--- src/rtl/xt_bus_arb_pkg.sv ---
`default_nettype none
// ============================================================================
// Module   : xt_bus_arb_pkg
// Brief    : Shared helpers for the round-robin bus arbiter: index-width
//            calculation and the single-cycle cyclic round-robin picker.
// Revision : 1.0 - initial release
// ============================================================================
package xt_bus_arb_pkg;

    // Widest request vector the picker handles
    localparam int c_max_devices = 32;

    // Result of a round-robin search
    typedef struct packed {
        logic       valid;
        logic [4:0] idx;
    } rr_pick_t;

    // Index width for n masters; a single master still gets a 1-bit index
    function automatic int idx_width(input int n);
        return (n <= 1) ? 1 : $clog2(n);
    endfunction

    // First set bit of req scanning cyclically from start over n entries.
    // start may equal n (wraps to 0). Fully unrolled, so it resolves in one cycle.
    function automatic rr_pick_t rr_pick(input logic [c_max_devices-1:0] req,
                                         input logic [31:0]              start,
                                         input logic [31:0]              n);
        rr_pick_t    res;
        logic [31:0] j;
        res = '0;
        for (int i = 0; i < c_max_devices; i++) begin
            j = start + 32'(i);
            if (j >= n) begin
                j = j - n;
            end
            if ((32'(i) < n) && !res.valid && req[j[4:0]]) begin
                res.valid = 1'b1;
                res.idx   = j[4:0];
            end
        end
        return res;
    endfunction

endpackage
`default_nettype wire

--- src/rtl/xt_rr_channel.sv ---
`default_nettype none
// ============================================================================
// Module   : xt_rr_channel
// Brief    : Single-channel round-robin arbiter with hold counter, timeout
//            preemption and a force-grant input used to break deadlocks.
// Revision : 1.0 - initial release
// ============================================================================
module xt_rr_channel
    import xt_bus_arb_pkg::*;
#(
    parameter int DEVICE_NUM     = 4,
    parameter int TIMEOUT_CYCLES = 16
) (
    input  logic                                clk,
    input  logic                                rst_n,
    input  logic [DEVICE_NUM-1:0]               req,
    input  logic                                force_valid,
    input  logic [idx_width(DEVICE_NUM)-1:0]    force_idx,
    output logic [DEVICE_NUM-1:0]               grant,
    output logic [idx_width(DEVICE_NUM)-1:0]    grant_idx,
    output logic                                busy,
    output logic                                timeout
);

    localparam int c_idx_w = idx_width(DEVICE_NUM);
    localparam int c_cnt_w = (TIMEOUT_CYCLES > 0) ? $clog2(TIMEOUT_CYCLES + 1) : 1;
    localparam bit c_preempt_en = (TIMEOUT_CYCLES > 0);
    localparam logic [c_cnt_w-1:0] c_cnt_max = c_cnt_w'(TIMEOUT_CYCLES);
    localparam logic [c_cnt_w-1:0] c_cnt_pre =
        (TIMEOUT_CYCLES > 0) ? c_cnt_w'(TIMEOUT_CYCLES - 1) : '0;
    localparam logic [c_idx_w-1:0] c_last_rst = c_idx_w'(DEVICE_NUM - 1);

    logic [DEVICE_NUM-1:0] r_grant;
    logic [c_idx_w-1:0]    r_idx;
    logic                  r_busy;
    logic [c_idx_w-1:0]    r_last;
    logic [c_cnt_w-1:0]    r_cnt;
    logic                  r_timeout;

    logic [31:0]           w_req_ext;
    logic [31:0]           w_req_ex_ext;
    logic [DEVICE_NUM-1:0] w_req_ex;
    logic [31:0]           w_start;
    logic                  w_owner_req;
    rr_pick_t              w_pick;
    rr_pick_t              w_pick_ex;

    logic                  w_take;
    logic [c_idx_w-1:0]    w_take_idx;
    logic                  w_change;
    logic [DEVICE_NUM-1:0] w_nxt_grant;
    logic [c_idx_w-1:0]    w_nxt_idx;
    logic                  w_nxt_busy;
    logic [c_idx_w-1:0]    w_nxt_last;
    logic [c_cnt_w-1:0]    w_nxt_cnt;
    logic                  w_nxt_timeout;

    // Requests from everyone except the current owner, for preemption
    assign w_req_ex    = req & ~r_grant;
    // Owner still wants the bus (grant is one-hot of the owner while busy)
    assign w_owner_req = |(req & r_grant);
    assign w_start     = {{(32 - c_idx_w){1'b0}}, r_last} + 32'd1;

    // Zero-pad request vectors to the picker's fixed width
    generate
        if (DEVICE_NUM < 32) begin : g_pad
            assign w_req_ext    = {{(32 - DEVICE_NUM){1'b0}}, req};
            assign w_req_ex_ext = {{(32 - DEVICE_NUM){1'b0}}, w_req_ex};
        end else begin : g_nopad
            assign w_req_ext    = req;
            assign w_req_ex_ext = w_req_ex;
        end
    endgenerate

    assign w_pick    = rr_pick(w_req_ext,    w_start, 32'(DEVICE_NUM));
    assign w_pick_ex = rr_pick(w_req_ex_ext, w_start, 32'(DEVICE_NUM));

    // Next-owner selection: force > release > timeout preemption > hold
    always_comb begin
        w_take        = 1'b0;
        w_take_idx    = '0;
        w_change      = 1'b0;
        w_nxt_grant   = r_grant;
        w_nxt_idx     = r_idx;
        w_nxt_busy    = r_busy;
        w_nxt_last    = r_last;
        w_nxt_timeout = 1'b0;
        if (force_valid) begin
            w_take     = 1'b1;
            w_take_idx = force_idx;
        end else if (!r_busy) begin
            if (w_pick.valid) begin
                w_take     = 1'b1;
                w_take_idx = w_pick.idx[c_idx_w-1:0];
            end
        end else if (!w_owner_req) begin
            if (w_pick.valid) begin
                w_take     = 1'b1;
                w_take_idx = w_pick.idx[c_idx_w-1:0];
            end else begin
                // Go idle; index is left pointing at the last owner
                w_nxt_grant = '0;
                w_nxt_busy  = 1'b0;
                w_change    = 1'b1;
            end
        end else if (c_preempt_en && (r_cnt == c_cnt_pre) && w_pick_ex.valid) begin
            w_take        = 1'b1;
            w_take_idx    = w_pick_ex.idx[c_idx_w-1:0];
            w_nxt_timeout = 1'b1;
        end
        if (w_take) begin
            w_nxt_grant = DEVICE_NUM'(1) << w_take_idx;
            w_nxt_idx   = w_take_idx;
            w_nxt_busy  = 1'b1;
            w_nxt_last  = w_take_idx;
            w_change    = 1'b1;
        end
        if (w_change) begin
            w_nxt_cnt = '0;
        end else if (r_busy && (r_cnt != c_cnt_max)) begin
            w_nxt_cnt = r_cnt + 1'b1;
        end else begin
            w_nxt_cnt = r_cnt;
        end
    end

    // Channel state register with synchronous active-low reset
    always_ff @(posedge clk) begin
        if (!rst_n) begin
            r_grant   <= '0;
            r_idx     <= '0;
            r_busy    <= 1'b0;
            r_last    <= c_last_rst;
            r_cnt     <= '0;
            r_timeout <= 1'b0;
        end else begin
            r_grant   <= w_nxt_grant;
            r_idx     <= w_nxt_idx;
            r_busy    <= w_nxt_busy;
            r_last    <= w_nxt_last;
            r_cnt     <= w_nxt_cnt;
            r_timeout <= w_nxt_timeout;
        end
    end

    assign grant     = r_grant;
    assign grant_idx = r_idx;
    assign busy      = r_busy;
    assign timeout   = r_timeout;

endmodule
`default_nettype wire

--- src/rtl/xt_rr_bus_arbiter.sv ---
`default_nettype none
// ============================================================================
// Module   : xt_rr_bus_arbiter
// Brief    : Independent read/write round-robin arbiters with cross-channel
//            deadlock breaking (read channel handed to the write owner).
// Revision : 1.0 - initial release
// ============================================================================
module xt_rr_bus_arbiter
    import xt_bus_arb_pkg::*;
#(
    parameter int DEVICE_NUM     = 4,
    parameter int TIMEOUT_CYCLES = 16
) (
    input  logic                             clk,
    input  logic                             rst_n,
    input  logic [DEVICE_NUM-1:0]            read_req,
    input  logic [DEVICE_NUM-1:0]            write_req,
    output logic [DEVICE_NUM-1:0]            read_grant,
    output logic [DEVICE_NUM-1:0]            write_grant,
    output logic [idx_width(DEVICE_NUM)-1:0] read_grant_idx,
    output logic [idx_width(DEVICE_NUM)-1:0] write_grant_idx,
    output logic                             read_busy,
    output logic                             write_busy,
    output logic                             read_timeout,
    output logic                             write_timeout,
    output logic                             deadlock_clr
);

    logic w_deadlock;
    logic r_deadlock_clr;

    // Each owner waits on the other's channel. Grants are one-hot of the
    // owners while busy, so index lookups reduce to vector ANDs.
    assign w_deadlock = read_busy && write_busy
                        && (read_grant != write_grant)
                        && (|(read_req & write_grant))
                        && (|(write_req & read_grant));

    xt_rr_channel #(
        .DEVICE_NUM     (DEVICE_NUM),
        .TIMEOUT_CYCLES (TIMEOUT_CYCLES)
    ) u_read_ch (
        .clk         (clk),
        .rst_n       (rst_n),
        .req         (read_req),
        .force_valid (w_deadlock),
        .force_idx   (write_grant_idx),
        .grant       (read_grant),
        .grant_idx   (read_grant_idx),
        .busy        (read_busy),
        .timeout     (read_timeout)
    );

    xt_rr_channel #(
        .DEVICE_NUM     (DEVICE_NUM),
        .TIMEOUT_CYCLES (TIMEOUT_CYCLES)
    ) u_write_ch (
        .clk         (clk),
        .rst_n       (rst_n),
        .req         (write_req),
        .force_valid (1'b0),
        .force_idx   ('0),
        .grant       (write_grant),
        .grant_idx   (write_grant_idx),
        .busy        (write_busy),
        .timeout     (write_timeout)
    );

    // One-cycle pulse aligned with the forced read grant
    always_ff @(posedge clk) begin
        if (!rst_n) begin
            r_deadlock_clr <= 1'b0;
        end else begin
            r_deadlock_clr <= w_deadlock;
        end
    end

    assign deadlock_clr = r_deadlock_clr;

endmodule
`default_nettype wire
--- config.mk ---
export PLATFORM = sky130hd
export DESIGN_NAME = xt_rr_bus_arbiter
export DESIGN_NICKNAME = d
export VERILOG_FILES = /design/src/rtl/xt_bus_arb_pkg.sv /design/src/rtl/xt_rr_channel.sv /design/src/rtl/xt_rr_bus_arbiter.sv
export SDC_FILE = /design/constraint.sdc
export NUM_CORES = 1
export LEC_CHECK = 0
export ABC_AREA = 1
export CELL_PAD_IN_SITES_DETAIL_PLACEMENT = 0
export CELL_PAD_IN_SITES_GLOBAL_PLACEMENT = 1
export CORE_AREA = 2 2 83 85
export DETAILED_ROUTE_END_ITERATION = 12
export DIE_AREA = 0 0 85 87
export PLACE_DENSITY_LB_ADDON = 0.1
export SLEW_MARGIN = 15
export SYNTH_ARGS = -nofsm -noshare
export SYNTH_HDL_FRONTEND = slang
export SYNTH_SLANG_ARGS = --single-unit
--- constraint.sdc ---
create_clock -name clk -period 4.9 [get_ports clk]
set_clock_uncertainty 0.05 [all_clocks]
set_input_delay 0.98 -clock clk [delete_from_list [all_inputs] [get_ports clk]]
set_output_delay 0.98 -clock clk [all_outputs]
set_load 0.1 [all_outputs]
==> impl_metrics.py, run 1 <==
metrics = {
    "run_status": {
        "status": "finished, final reports clean",
    },
    "worst_setup_path": {
        "crit_family": "simple AND/OR/NAND/NOR gates",
        "cp.required_ps": 5040,
        "worstPathCellList": "inv_6 > ha_1 > inv_4 > nand2_2 > nand2_2 > nand3_1 > inv_1 > nor2_1 > nand4_1 > nor2_1 > nor2_1 > nand2_1 > nand2_1 > nand2_1 > nand3_1 > o21bai_1",
        "cp-startpoint": "u_read_ch.r_last[0]",
        "critPathKind": "reg2reg",
        "arrival_ps": 3280,
        "critPathBufInv": 3,
        "rr_startpoint": "u_read_ch.r_last[0]",
        "critPathSlowestCell": "dfxtp_1",
        "start_kind": "flip-flop",
        "end_kind": "flip-flop",
        "max_stage_delay_ps": 830,
        "crit_fanout": 19,
    },
    "place": {
        "dp_hpwl_mm": 5.77,
        "numPortBuffers": 26,
        "post_dp_cell_area_mm2": 0.00309,
        "routabilityCongestion": 0.839,
    },
    "synthesis": {
        "netlist_area_mm2": 0.00283,
        "ys.flop_type": "dfxtp_1",
        "synth_top_cell_by_area": "dfxtp_1",
        "synth.most_common_cell": "nand2_1",
        "synth-seq-area-share": 0.220,
        "syn_inst": 428,
        "synthesis.nets": 452,
        "yosys_warnings": 0,
        "synth_area_leaders": "dfxtp_1 22%, nand2_1 13%, nand3_1 8.7%",
        "synth-seq-cells": 31,
        "syn_avg_cell_area_um2": 6.60,
        "ys_top_cells_by_count": "101 x nand2_1, 57 x inv_1, 49 x nand3_1",
        "ys_async_sr_fraction": 0,
        "synth-edff-count": 0,
        "yosys.cell_types.count": 38,
        "synth_top_area_share": 0.220,
    },
    "grt": {
        "grt_max_degree": 21,
        "antenna_found_initial": 0,
        "grt-ovfl-total": 0,
        "grt_use_total": 0.203,
        "first_global_vias": 2610,
        "grt_pass1_wl_mm": 12.2,
    },
    "clock_network": {
        "hold_buffers": 0,
        "htreeDepth": 2,
        "cts_setup_buffers": 0,
        "cts-root-buf": "clkbuf_8",
        "cts_sinks": 31,
        "cts_made_buffers": 5,
        "cts_buffer_depth": 2,
        "cts_tree": "done",
        "cts-resized-gates": 0,
        "path_clk_slew_ps": 70,
        "worstSkewPairLatency_ps": 270,
    },
    "layout": {
        "area_growth_pct": 12.8,
        "utilization": 0.486,
        "finalNetCount": 476,
        "design_area_mm2": 0.00319,
        "drive_gt1_frac": 0.141,
        "fillers": 704,
        "diodes": 0,
    },
    "floorplan": {
        "core.rowCount": 30,
        "die_w_um": 85,
        "coreArea_mm2": 0.00657,
        "start_util": 0.430,
        "io_pins": 27,
        "die_area_mm2": 0.00740,
        "die_h_um": 87,
    },
    "drt": {
        "drc": 0,
        "avgViaCountPerCell": 5.26,
        "wl_per_cell_um": 13.6,
        "drt_iter0_markers": 149,
        "finalWirelength_mm": 7.27,
        "first_pass_iters": 4,
        "ant_nets": 0,
        "routed-via-count": 2803,
    },
    "min_path": {
        "hp-start": "u_read_ch.grant_idx[0]",
        "hold_class": "reg2reg",
    },
    "sta": {
        "hold_violations": 0,
        "clock.fmax_ghz": 0.319,
        "setup_viol": 0,
        "post-route-period-util": 0.639,
        "period_needed_ps": 3130,
        "rsz0062_at_grt": "no",
        "tightestPinTransition_ps": 974,
        "drv_slew": 0,
        "slew_headroom": 0.348,
        "tns_ps": 0,
    },
    "run": {
        "max-cap-violations": 0,
    },
}
-- metal layers --
layer,share of wire,wire [um],up-vias,track usage
met5,0,0,-,0
met3,0.029,212,8,0.0389
met1,0.45,3270,1281,0.252
met4,0.0098,71,0,0.0289
li1,-,-,1461,-
met2,0.51,3720,53,0.371
-- placed cells by master (no fill, tap or decap), drive strengths merged --
cell type,n
dfxtp,31
a21oi,13
o211a,1
xor2,2
nand2,117
o211ai,7
clkdlybuf4s50,26
o21bai,3
a211oi,4
o22ai,6
inv,67
o21ai,30
nand4,13
a31oi,1
clkbuf,8
ha,14
nor2,40
nand3,61
nor3b,3
nand3b,2
nor3,4
-- sequential cells by signal, indices dropped and copies added (netlist names) --
name,flops
u_read_ch.busy,1
u_read_ch.r_cnt,5
u_read_ch.grant_idx,2
u_write_ch.r_cnt,5
u_write_ch.grant,4
deadlock_clr,1
u_read_ch.timeout,1
u_write_ch.grant_idx,2
u_write_ch.timeout,1
u_read_ch.r_last,2
u_write_ch.r_last,2
u_read_ch.grant,4
u_write_ch.busy,1
-- final timing paths --
| check | to | slack [ps] | cells past startpoint |
|---|---|---|---|
| worst max-delay path | u_read_ch.grant[0] | 1770 | 16 |
| worst min-delay path | u_read_ch.grant_idx[0] | 430 | 2 |
| worst max register to register | u_read_ch.grant[0] | 1770 | 16 |
| worst min register to register | u_read_ch.grant_idx[0] | 430 | 2 |
-- logic make-up after synthesis --
kind of cell,Yosys count,synth area share
AOI/OAI and AO/OA,65,0.147
adders and majority gates,14,0.0620
and+or+nand+nor,240,0.437
xor gates and xnor gates,2,0.00620
buffers and inverters,76,0.129
DFF,31,0.220
-- layout make-up --
| cell class | count | area, um2 | area share |
|---|---|---|---|
| multi-input cells | 321 | 1840 | 0.577 |
| flip-flops and latches | 31 | 621 | 0.195 |
| inverters | 67 | 267 | 0.0836 |
| repair buffers | 26 | 260 | 0.0816 |
| clock buffers | 8 | 100 | 0.0314 |
| well taps | 80 | 100 | 0.0314 |
-- worst register-to-register path, cell delays in order (launching register included) --
cell and delay [ps]:
dfxtp_1 830, inv_6 180, ha_1 540, inv_4 100, nand2_2 90, nand2_2 130, nand3_1 120, inv_1 50
nor2_1 130, nand4_1 160, nor2_1 130, nor2_1 50, nand2_1 50, nand2_1 70, nand2_1 80, nand3_1 110
o21bai_1 210
-- through the flow --
step           cells  hold WS (ps)  setup slack [ps]
2_1_floorplan    428           426              2380
3_3_place_gp     525           430              1790
3_5_place_dp     525           425              1780
4_1_cts          533           438              1780
5_1_grt          533           461              1470
6_report         533           432              1770
Power of run 1 is left out: the tool's default activity adds up to more than one toggle a clock period on the data nets, which glitch-free logic cannot reach.
==> inputs of run 2 (changes only) <==
--- a/config.mk
+++ b/config.mk
@@ -8,9 +8,9 @@
 export ABC_AREA = 1
 export CELL_PAD_IN_SITES_DETAIL_PLACEMENT = 0
 export CELL_PAD_IN_SITES_GLOBAL_PLACEMENT = 1
-export CORE_AREA = 2 2 83 85
+export CORE_AREA = 2 2 87 89
 export DETAILED_ROUTE_END_ITERATION = 12
-export DIE_AREA = 0 0 85 87
+export DIE_AREA = 0 0 89 91
 export PLACE_DENSITY_LB_ADDON = 0.1
 export SLEW_MARGIN = 15
 export SYNTH_ARGS = -nofsm -noshare
==> constraint.sdc (replaced) <==
create_clock -name clk -period 2.95 [get_ports clk]
set_clock_uncertainty 0.05 [all_clocks]
set_input_delay 0.59 -clock clk [delete_from_list [all_inputs] [get_ports clk]]
set_output_delay 0.59 -clock clk [all_outputs]
set_load 0.1 [all_outputs]
==> run 2 against run 1 <==
Non-clock buffer count grew 9. Die area grew 9.5%. Register-to-register slack lost 1400 ps. Via count is essentially flat. Sequential cell count is the same. Sequential share of layout area shrank 0.29 points. Global-route usage shrank 0.29 points. Cell count grew 5.3%.
==> impl_metrics.py, run 2 (synthesis results as in run 1) <==
metrics = {
    "layout": {
        "fillers": 833,
        "area_growth_pct": 14.6,
        "design_area_mm2": 0.00324,
        "finalNetCount": 485,
        "largestRegisters": "u_read_ch.r_cnt x5, u_write_ch.r_cnt x5",
        "drive_gt1_frac": 0.195,
        "mostFrequentLayoutCells": "101 x nand2_1, 57 x inv_1, 49 x nand3_1",
        "fin_cells": 561,
        "mostFrequentLayoutCell": "nand2_1",
        "diodes": 0,
    },
    "drt": {
        "avgViaCountPerCell": 5.00,
        "drt_iter0_markers": 104,
        "drc": 0,
        "ant_nets": 0,
        "wl_per_cell_um": 13.4,
        "first_pass_iters": 4,
        "routed-via-count": 2805,
        "finalWirelength_mm": 7.50,
    },
    "clock_network": {
        "cts-root-buf": "clkbuf_8",
        "htreeDepth": 2,
        "cts-resized-gates": 0,
        "cts_sinks": 31,
        "cts_buffer_depth": 2,
        "path_clk_slew_ps": 60,
        "hold_buffers": 0,
        "worstSkewPairLatency_ps": 280,
        "cts_setup_buffers": 0,
        "cts_tree": "done",
        "cts_made_buffers": 5,
    },
    "grt": {
        "grt_pass1_wl_mm": 12.9,
        "grt_max_degree": 20,
        "grt_use_total": 0.200,
        "first_global_vias": 2699,
        "antenna_found_initial": 0,
        "grt-ovfl-total": 0,
    },
    "worst_setup_path": {
        "max_stage_delay_ps": 420,
        "critPathKind": "reg2reg",
        "start_kind": "flip-flop",
        "cp-startpoint": "u_read_ch.r_last[0]",
        "critPathBufInv": 3,
        "end_kind": "flip-flop",
        "cp.required_ps": 3120,
        "cp.depth": 17,
        "reg2reg_slack_ps": 410,
        "crit_fanout": 6,
        "arrival_ps": 2710,
        "worstPathCellList": "inv_6 > buf_4 > ha_1 > ha_1 > inv_1 > nand2_1 > nand2_1 > a21oi_2 > nand2_2 > nand4_2 > nand2_2 > nor2_1 > nand3_1 > nand2_1 > nand2_2 > nand3b_1 > nand2_1",
        "rr_startpoint": "u_read_ch.r_last[0]",
        "cp_common_cell": "nand2_1",
        "crit_family": "simple AND/OR/NAND/NOR gates",
        "worst_r2r_path_depth": 17,
        "critPathSlowestCell": "dfxtp_1",
    },
    "sta": {
        "clock.fmax_ghz": 0.393,
        "drv_slew": 0,
        "tns_ps": 0,
        "period_needed_ps": 2540,
        "hold_violations": 0,
        "setup_viol": 0,
        "slew_headroom": 0.735,
        "post-route-period-util": 0.861,
        "tightestPinTransition_ps": 394,
        "layout_setup_ws_ps": 409,
        "rsz0062_at_grt": "no",
    },
    "floorplan": {
        "die_w_um": 89,
        "io_pins": 27,
        "start_util": 0.396,
        "die_h_um": 91,
        "coreArea_mm2": 0.00714,
        "core.rowCount": 31,
        "die_area_mm2": 0.00810,
    },
    "min_path": {
        "holdPathStages": 2,
        "hp-start": "u_read_ch.grant_idx[0]",
        "hold_class": "reg2reg",
    },
    "place": {
        "post-place-ws_ps": 257,
        "numPortBuffers": 26,
        "post_dp_cell_area_mm2": 0.00314,
        "dp_hpwl_mm": 6.07,
        "routabilityCongestion": 0.917,
        "dp_cells": 553,
    },
    "run": {
        "max-cap-violations": 0,
    },
    "run_status": {
        "status": "finished, final reports clean",
    },
}
==> run 2: area by class of cell <==
class	count	area, um2	share of cell area
clock buffer	8	100	0.0309
inverter	67	267	0.0823
multi-input combinational	321	1840	0.569
sequential	31	621	0.192
tap	99	124	0.0383
timing repair buffer	35	285	0.0881
==> run 2: final timing paths <==
kind                                               end
worst max-delay path                u_read_ch.grant[3]
worst min-delay path            u_read_ch.grant_idx[0]
worst max register to register      u_read_ch.grant[3]
worst min register to register  u_read_ch.grant_idx[0]
==> run 2: metrics by stage <==
step	util	hold slack, ps
after floorplan	-	426
after global placement	0.440	409
after detailed placement	0.440	413
after CTS	0.454	423
after global routing	0.454	442
final	0.454	417
==> run 2: worst min-delay path, stage by stage, from the launching register on <==
cell	delay, ps
dfxtp_1	310
nand2_1	60
a21oi_1	50
==> run 2: routing by layer <==
layer / global-route usage / vias up / part of all wire
li1: - / 1479 / -
met1: 0.263 / 1293 / 0.46
met2: 0.345 / 27 / 0.51
met3: 0.0300 / 6 / 0.022
met4: 0.0373 / 0 / 0.0076
met5: 0 / - / 0
Power of run 2 is left out for the same reason.
